==> src/rtl/uart_ctrl_pkg.sv <==
// Shared definitions for the UART <-> ALU sequencing controller:
// state encoding and default parameter values.
package uart_ctrl_pkg;

  localparam logic [2:0] WAIT_A  = 3'd0;
  localparam logic [2:0] WAIT_B  = 3'd1;
  localparam logic [2:0] WAIT_OP = 3'd2;
  localparam logic [2:0] COMPUTE = 3'd3;
  localparam logic [2:0] SEND    = 3'd4;
  localparam logic [2:0] WAIT_TX = 3'd5;

  localparam int DEFAULT_NBITS    = 8;
  localparam int DEFAULT_NBITS_OP = 6;
  localparam int DEFAULT_TIMEOUT  = 1_000_000;

endpackage

==> src/rtl/frame_timer.sv <==
// Inter-byte timeout counter. Counts while enabled, and pulses 'expired' for
// the cycle in which the count reaches TIMEOUT-1. TIMEOUT=0 disables expiry.
module frame_timer #(
  parameter int TIMEOUT = 1_000_000
) (
  input  logic clk,
  input  logic reset,
  input  logic clear,
  input  logic enable,
  output logic expired
);

  localparam int CW = (TIMEOUT < 1) ? 1 : $clog2(TIMEOUT + 1);
  localparam logic [CW-1:0] LAST = CW'((TIMEOUT > 0) ? TIMEOUT - 1 : 0);

  logic [CW-1:0] count;

  always_ff @(posedge clk or posedge reset) begin
    if (reset) begin
      count <= '0;
    end else if (clear || !enable) begin
      count <= '0;
    end else begin
      count <= count + 1'b1;
    end
  end

  // The controller leaves the timed states on expiry, so this stays one cycle wide.
  assign expired = (TIMEOUT != 0) && enable && (count == LAST);

endmodule

==> src/rtl/uart_alu_ctrl.sv <==
// Collects an {A, B, opcode} frame from the UART receiver, drives the ALU,
// then hands the ALU result to the UART transmitter and waits for it to finish.
module uart_alu_ctrl
  import uart_ctrl_pkg::*;
#(
  parameter int NBITS    = DEFAULT_NBITS,
  parameter int NBITS_OP = DEFAULT_NBITS_OP,
  parameter int TIMEOUT  = DEFAULT_TIMEOUT
) (
  input  logic                CLK_100MHZ,
  input  logic                reset,
  input  logic                rx_done_tick,
  input  logic [NBITS-1:0]    rx_data,
  input  logic                tx_done_tick,
  input  logic [NBITS-1:0]    alu_result,
  output logic [NBITS-1:0]    alu_a,
  output logic [NBITS-1:0]    alu_b,
  output logic [NBITS_OP-1:0] alu_op,
  output logic                tx_start,
  output logic [NBITS-1:0]    tx_data,
  output logic                done,
  output logic                frame_err,
  output logic                overrun
);

  logic [2:0] state;
  logic       timer_active;
  logic       timer_clear;
  logic       timer_expired;
  logic       busy;

  assign timer_active = (state == WAIT_B) || (state == WAIT_OP);
  assign timer_clear  = rx_done_tick || !timer_active;
  assign busy         = (state == COMPUTE) || (state == SEND) || (state == WAIT_TX);

  generate
    if (NBITS > NBITS_OP) begin : g_op_unused
      logic unused_rx_bits;
      assign unused_rx_bits = ^rx_data[NBITS-1:NBITS_OP];
    end
  endgenerate

  frame_timer #(
    .TIMEOUT(TIMEOUT)
  ) u_frame_timer (
    .clk    (CLK_100MHZ),
    .reset  (reset),
    .clear  (timer_clear),
    .enable (timer_active),
    .expired(timer_expired)
  );

  // Frame sequencing. A byte arriving in the expiry cycle takes priority over
  // the timeout; the result is captured on the COMPUTE->SEND edge so tx_data
  // is already valid while tx_start is high.
  always_ff @(posedge CLK_100MHZ or posedge reset) begin
    if (reset) begin
      state     <= WAIT_A;
      alu_a     <= '0;
      alu_b     <= '0;
      alu_op    <= '0;
      tx_start  <= 1'b0;
      tx_data   <= '0;
      done      <= 1'b0;
      frame_err <= 1'b0;
    end else begin
      tx_start  <= 1'b0;
      done      <= 1'b0;
      frame_err <= 1'b0;
      case (state)
        WAIT_A: begin
          if (rx_done_tick) begin
            alu_a <= rx_data;
            state <= WAIT_B;
          end
        end
        WAIT_B: begin
          if (rx_done_tick) begin
            alu_b <= rx_data;
            state <= WAIT_OP;
          end else if (timer_expired) begin
            frame_err <= 1'b1;
            state     <= WAIT_A;
          end
        end
        WAIT_OP: begin
          if (rx_done_tick) begin
            alu_op <= rx_data[NBITS_OP-1:0];
            state  <= COMPUTE;
          end else if (timer_expired) begin
            frame_err <= 1'b1;
            state     <= WAIT_A;
          end
        end
        COMPUTE: begin
          tx_data  <= alu_result;
          tx_start <= 1'b1;
          state    <= SEND;
        end
        SEND: begin
          state <= WAIT_TX;
        end
        WAIT_TX: begin
          if (tx_done_tick) begin
            done  <= 1'b1;
            state <= WAIT_A;
          end
        end
        default: begin
          state <= WAIT_A;
        end
      endcase
    end
  end

  // Sticky record of any byte dropped because a frame was still in flight.
  always_ff @(posedge CLK_100MHZ or posedge reset) begin
    if (reset) begin
      overrun <= 1'b0;
    end else if (rx_done_tick && busy) begin
      overrun <= 1'b1;
    end
  end

endmodule

==> config.mk <==
export PLATFORM = sky130hd
export DESIGN_NAME = uart_alu_ctrl
export DESIGN_NICKNAME = d
export VERILOG_FILES = /design/src/rtl/uart_ctrl_pkg.sv /design/src/rtl/frame_timer.sv /design/src/rtl/uart_alu_ctrl.sv
export SDC_FILE = /design/constraint.sdc
export NUM_CORES = 1
export LEC_CHECK = 0
export CAP_MARGIN = 20
export CORE_ASPECT_RATIO = 2
export CORE_MARGIN = 4
export CORE_UTILIZATION = 50
export CTS_BUF_LIST = sky130_fd_sc_hd__clkbuf_16
export DETAILED_ROUTE_END_ITERATION = 16
export PLACE_DENSITY_LB_ADDON = 0.15
export SYNTH_ARGS = -nofsm -noshare
export SYNTH_HDL_FRONTEND = slang
export SYNTH_SLANG_ARGS = --single-unit
export TNS_END_PERCENT = 1
==> constraint.sdc <==
create_clock -name CLK_100MHZ -period 2.45 [get_ports CLK_100MHZ]
set_input_delay 0.49 -clock CLK_100MHZ [delete_from_list [all_inputs] [get_ports CLK_100MHZ]]
set_output_delay 0.49 -clock CLK_100MHZ [all_outputs]
set_load 0.005 [all_outputs]
# Word-level counts from Yosys, hierarchy flattened
# Cells that the tools add are included.
[classes] div_mod_pow=0 reduce_logical=14 n_mux=13 n_mul=0 n_bitwise=0 n_eq_ne=8 addsub=1 magnitude_cmp=0 n_shift=0
[op_table] op="$add A20 B1 Y20 const B" count=1
[op_table] op="$eq A20 B20 Y1 const B" count=1
[op_table] op="$mux W20" count=1
[op_table] op="$pmux W3 S6" count=1
[op_table] op="$mux W3" count=5
[op_table] op="$reduce_and A2 Y1" count=4
[op_table] op="$eq A3 B2 Y1 const B" count=2
[op_table] op="$eq A3 B3 Y1 const B" count=2
[op_table] op="$mux W1" count=6
[op_table] op="$logic_or A1 B1 Y1" count=5
[op_table] op="$ne A2 B2 Y1 const B" count=2
[op_table] op="$eq A3 B1 Y1 const B" count=1
[op_table] op="$logic_not A3 Y1" count=1
[op_table] op="$logic_and A1 B1 Y1" count=2
[op_table] op="$reduce_or A2 Y1" count=1
[op_table] op="$logic_not A1 Y1" count=1
[totals] inputBits=20 register_bits=57 rom_bits=0 elab_cells=46 mem_bits_rw=0 latch_bits=0 mem_count=0

# Depth between registers and ports, before layout
# Gate-level depths: netlist of run 1.
[depth] depth_word=6 ltp_mapped=6 mapped_depth_nobuf=5

# Cells and area by module
# From an unflattened synthesis of run 1, not the netlist that was laid out.
[hier_totals] cells_unflattened=201 hier_area_um2=2448.6
[modules_own_cells] module="uart_alu_ctrl" instances=1 seq_area_each_um2=925.9 area_each_um2=1437.6 cells_each=94
[modules_own_cells] module="frame_timer" instances=1 seq_area_each_um2=500.5 area_each_um2=1011.0 cells_each=107

# Worst setup path after synthesis of run 1
# No wires, ideal clock.
[synth_timing] kind="flip-flop to flip-flop" from="register u_frame_timer.count[0]" to="register u_frame_timer.count[18]" period_less_slack_ps=1921 arrival_time_ps=1843 setup_slack_ps=529 required_ps=2372 path_stages_with_launch=7 path_cell_list="dfrtp_1 > ha_1 > inv_1 > or4_1 > clkbuf_1 > or4_1 > a21oi_1"
[synth_via] elab_chain_len=2
[synth_lines] element="start: declaration" line="frame_timer.sv:16" source="logic [CW-1:0] count;"
[synth_lines] element="start signal: assignment" line="frame_timer.sv:24" source="count <= count + 1'b1;"
[synth_lines] element="$add A20 B1 Y20" line="frame_timer.sv:24"
[synth_lines] element="$mux W20" line="frame_timer.sv:21" source="end else if (clear || !enable) begin"
# Every way passes these cells.
# A chain may end at the register's enable or synchronous reset.

# Worst setup path after layout of run 1
# Same ends and word-level chain as after synthesis.

==> results of run 1 <==
-- worst paths after layout --
path	from	slack, ns	cells past startpoint	end
worst max register to register	u_frame_timer.count[0]	0.35	5	u_frame_timer.count[18]
max in group asynchronous	reset	1.42	3	done
worst max-delay path	u_frame_timer.count[0]	0.35	5	u_frame_timer.count[18]
min in group asynchronous	reset	0.49	2	alu_b[5]
worst min register to register	overrun	0.46	1	overrun
worst min-delay path	overrun	0.46	1	overrun
-- metrics by stage --
step	power (mW)	std cells	hold WS (ns)
5_1_grt	4.12	333	0.496
2_1_floorplan	1.92	214	0.451
3_3_place_gp	2.60	317	0.441
6_report	3.89	333	0.461
4_1_cts	3.93	333	0.467
3_5_place_dp	2.62	317	0.451
-- worst register-to-register path, cell delays in order, from the launching register on --
cell     delay (ns)
dfrtp_1        0.40
ha_1           0.29
inv_1          0.07
or4_1          0.67
or4_1          0.44
a21oi_1        0.15
-- sequential cells by signal, summed over array words and instances (netlist names) --
signal	count
alu_a	8
alu_b	8
alu_op	6
done	1
frame_err	1
overrun	1
state	3
tx_data	8
tx_start	1
u_frame_timer.count	20
-- per-layer routing --
layer  GRT usage (%)  up-vias  part of all wire [%]
met3            4.98       11                   4.4
met5               0        -                     0
met2            36.2       55                    57
li1                -      857                     -
met4            8.29        0                   2.0
met1            20.6      872                    36
-- power by group through the flow --
stage               logic, mW  clock network (mW)  registers, mW
floorplan               0.497                   0           1.42
global placement         1.17                   0           1.43
detailed placement       1.18                   0           1.43
CTS                      1.20                1.31           1.43
global route             1.28                1.36           1.47
finish                   1.18                1.28           1.43
-- kinds of logic (layout without fill, tap and decap cells) --
kind of cell / Yosys count / after routing / share of synthesized area, %
adder cells (fa/ha/maj): 1 / 1 / 0.520
flip-flops: 57 / 57 / 59.3
multiplexers: 22 / 22 / 10.3
buffers and inverters: 14 / 78 / 2.24
XOR/XNOR: 10 / 10 / 3.64
AO/OA/AOI/OAI: 21 / 21 / 5.00
AND/OR/NAND/NOR: 89 / 89 / 18.9
-- placed cells by master, fill, tap and decap left out, types with 3 or more instances in the layout --
cell type,n
inv_1,4
nor3_1,3
a21oi_1,9
xnor2_1,6
nand3_1,6
o21ai_0,6
nor2_1,14
o31ai_1,3
nand2_1,33
or3_1,8
nand4_1,3
or4_1,6
clkinv_1,3
clkdlybuf4s50_1,53
dfrtp_1,57
clkbuf_16,9
xor2_1,4
mux2_2,22
nand2b_1,5
-- area by class of cell --
| class | count | area [um^2] | share of cell area [%] |
|---|---|---|---|
| timing repair buffer | 56 | 566 | 17.1 |
| tap | 55 | 68.8 | 2.07 |
| inverter | 6 | 22.5 | 0.679 |
| multi-input combinational | 143 | 923 | 27.8 |
| clock buffer | 9 | 225 | 6.79 |
| sequential | 57 | 1430 | 43.0 |
| clock inverter | 7 | 85.1 | 2.57 |
-- synthesized netlist by cell type --
master and count:
o31ai_1 3, nand3b_1 1, xor2_1 4, o22ai_1 1, o221ai_1 1, nand2b_1 5
or2_2 1, or4_1 6, a21o_1 1, nor3_1 3, xnor2_1 6, nand2_1 33
or3_1 8, and4_2 1, and4_1 1, nor2_1 14, buf_2 1, nand4_2 1
nand4_1 3, and3_1 1, ha_1 1, mux2_2 22, nor3_2 1, nand3_1 6
inv_1 5, and2_1 2, buf_1 1, nor4_1 1, clkinv_1 1, a21oi_1 9
nor4b_1 1, clkbuf_1 6, dfrtp_1 57, o21ai_0 6
==> qor.txt, run 1 <==
CP Max Fanout: 8
Total setup buffers inserted after CTS: 0
Top-area cell type share of the netlist area: 59.3%
Global-route wire length before repair: 9230 um
Clk sinks: 57
Worst path cell trace: ha_1 -> inv_1 -> or4_1 -> or4_1 -> a21oi_1
Drt first pass iters: 4
Yosys top cell by area: dfrtp_1
GRT Total Usage: 19.8%
Die Ht: 106 um
CTS clk-pin slew, worst paths: 0.05 ns
Vias: 1795
Die width: 57.0 um
Max frequency: 476 MHz
PortBufs: 53
Static Leak: 1.40 nW
DRC viols: 0
Register share of total power: 36.7%
GRT overflow: 0
Buf+Inv Stages, Crit Path: 1
Core area: 4640 um^2
Switching pwr: 1.03 mW
VDD IR max: 1.15 mV
Post-synthesis sequential area ratio: 59.3%
Sw Share: 26.5%
Boundary pin count: 54
Internal power: 2.85 mW
Startpoint Class: register
Syn nets: 235
RSZ-0062 raised after global routing: no
Logic pwr share: 30.2%
Setup Skew: 0.00373 ns
Vias in the first global route: 1962
Max incr delay on CP: 0.67 ns
Post-synth cell types: 34
Post-Place Setup Slack: 0.390 ns
Syn avg cell area: 11.2 um^2
Worst setup EP type: register
Post-Syn Area: 2400 um^2
Power per cell area: 1170 nW/um^2
Fin util: 71.5%
Routed WL: 5400 um
Initial antenna violation count: 0
Slew Limit Fails: 0
Least-Margin Pin Slew: 0.649 ns
Final worst slack: 0.350 ns
Setup Viol. Count Final: 0
Synth warn: 0
Layout cell share with drive strength beyond 1: 15.8%
Later-pin clock latency in the skew report: 0.32 ns
Hold_buf cts: 0
Hpwl dp: 3700 um
Area contributors post-synth: dfrtp_1, mux2_2, nand2_1
Root buffer cell: clkbuf_16
Post-cts sizing count: 0
H-tree Lvls: 3
Max-Cap Viols: 0
Relative slew margins: 56.8%
Crit path required time: 2.68 ns
Fin crit share: 85.7%
Post-DRT Antenna Nets: 0
Starting density of the core: 51.8%
Most used cell along the critical path: or4_1
Clock buffer depth: 2
Drt initial violations: 41
Fin crit period: 2.10 ns
Status: complete, no violations
Via density: 5.39
CTS tree: built
Fin Setup TNS: 0 ns
Layout area overhead: 38.0%
Placed cell areas: 3010 um^2
Clock group share of total power: 33.0%
Num rows: 35
Critical setup path kind: reg2reg
WL per Instance: 16.2 um
Placer Congestion: 0.760
Critical path's top delay family: simple AND/OR/NAND/NOR gates
Gate Count Post-Synth: 214
Fillers: 342
Fin. Hold Viols: 0
Pin count of the biggest net entering global routing: 39
Ant. Diodes: 0
Critical path's slowest cell: or4_1
Hold Crit Class: reg2reg
Post-synthesis sequential element count: 57
Cell area after layout: 3320 um^2
Final nets: 294
Worst EP arrival: 2.33 ns
Die area: 6050 um^2
Num CTS Buffers: 9
Power figures use the tool's default switching activity.
==> run 2, diff against run 1 <==
--- a/config.mk
+++ b/config.mk
@@ -12,6 +12,7 @@
 export CTS_BUF_LIST = sky130_fd_sc_hd__clkbuf_16
 export DETAILED_ROUTE_END_ITERATION = 16
 export PLACE_DENSITY_LB_ADDON = 0.15
+export SLEW_MARGIN = 10
 export SYNTH_ARGS = -nofsm -noshare
 export SYNTH_HDL_FRONTEND = slang
 export SYNTH_SLANG_ARGS = --single-unit
==> results of run 2 <==
Same layout as run 1: the final DEF is identical, and so are final timing and power.
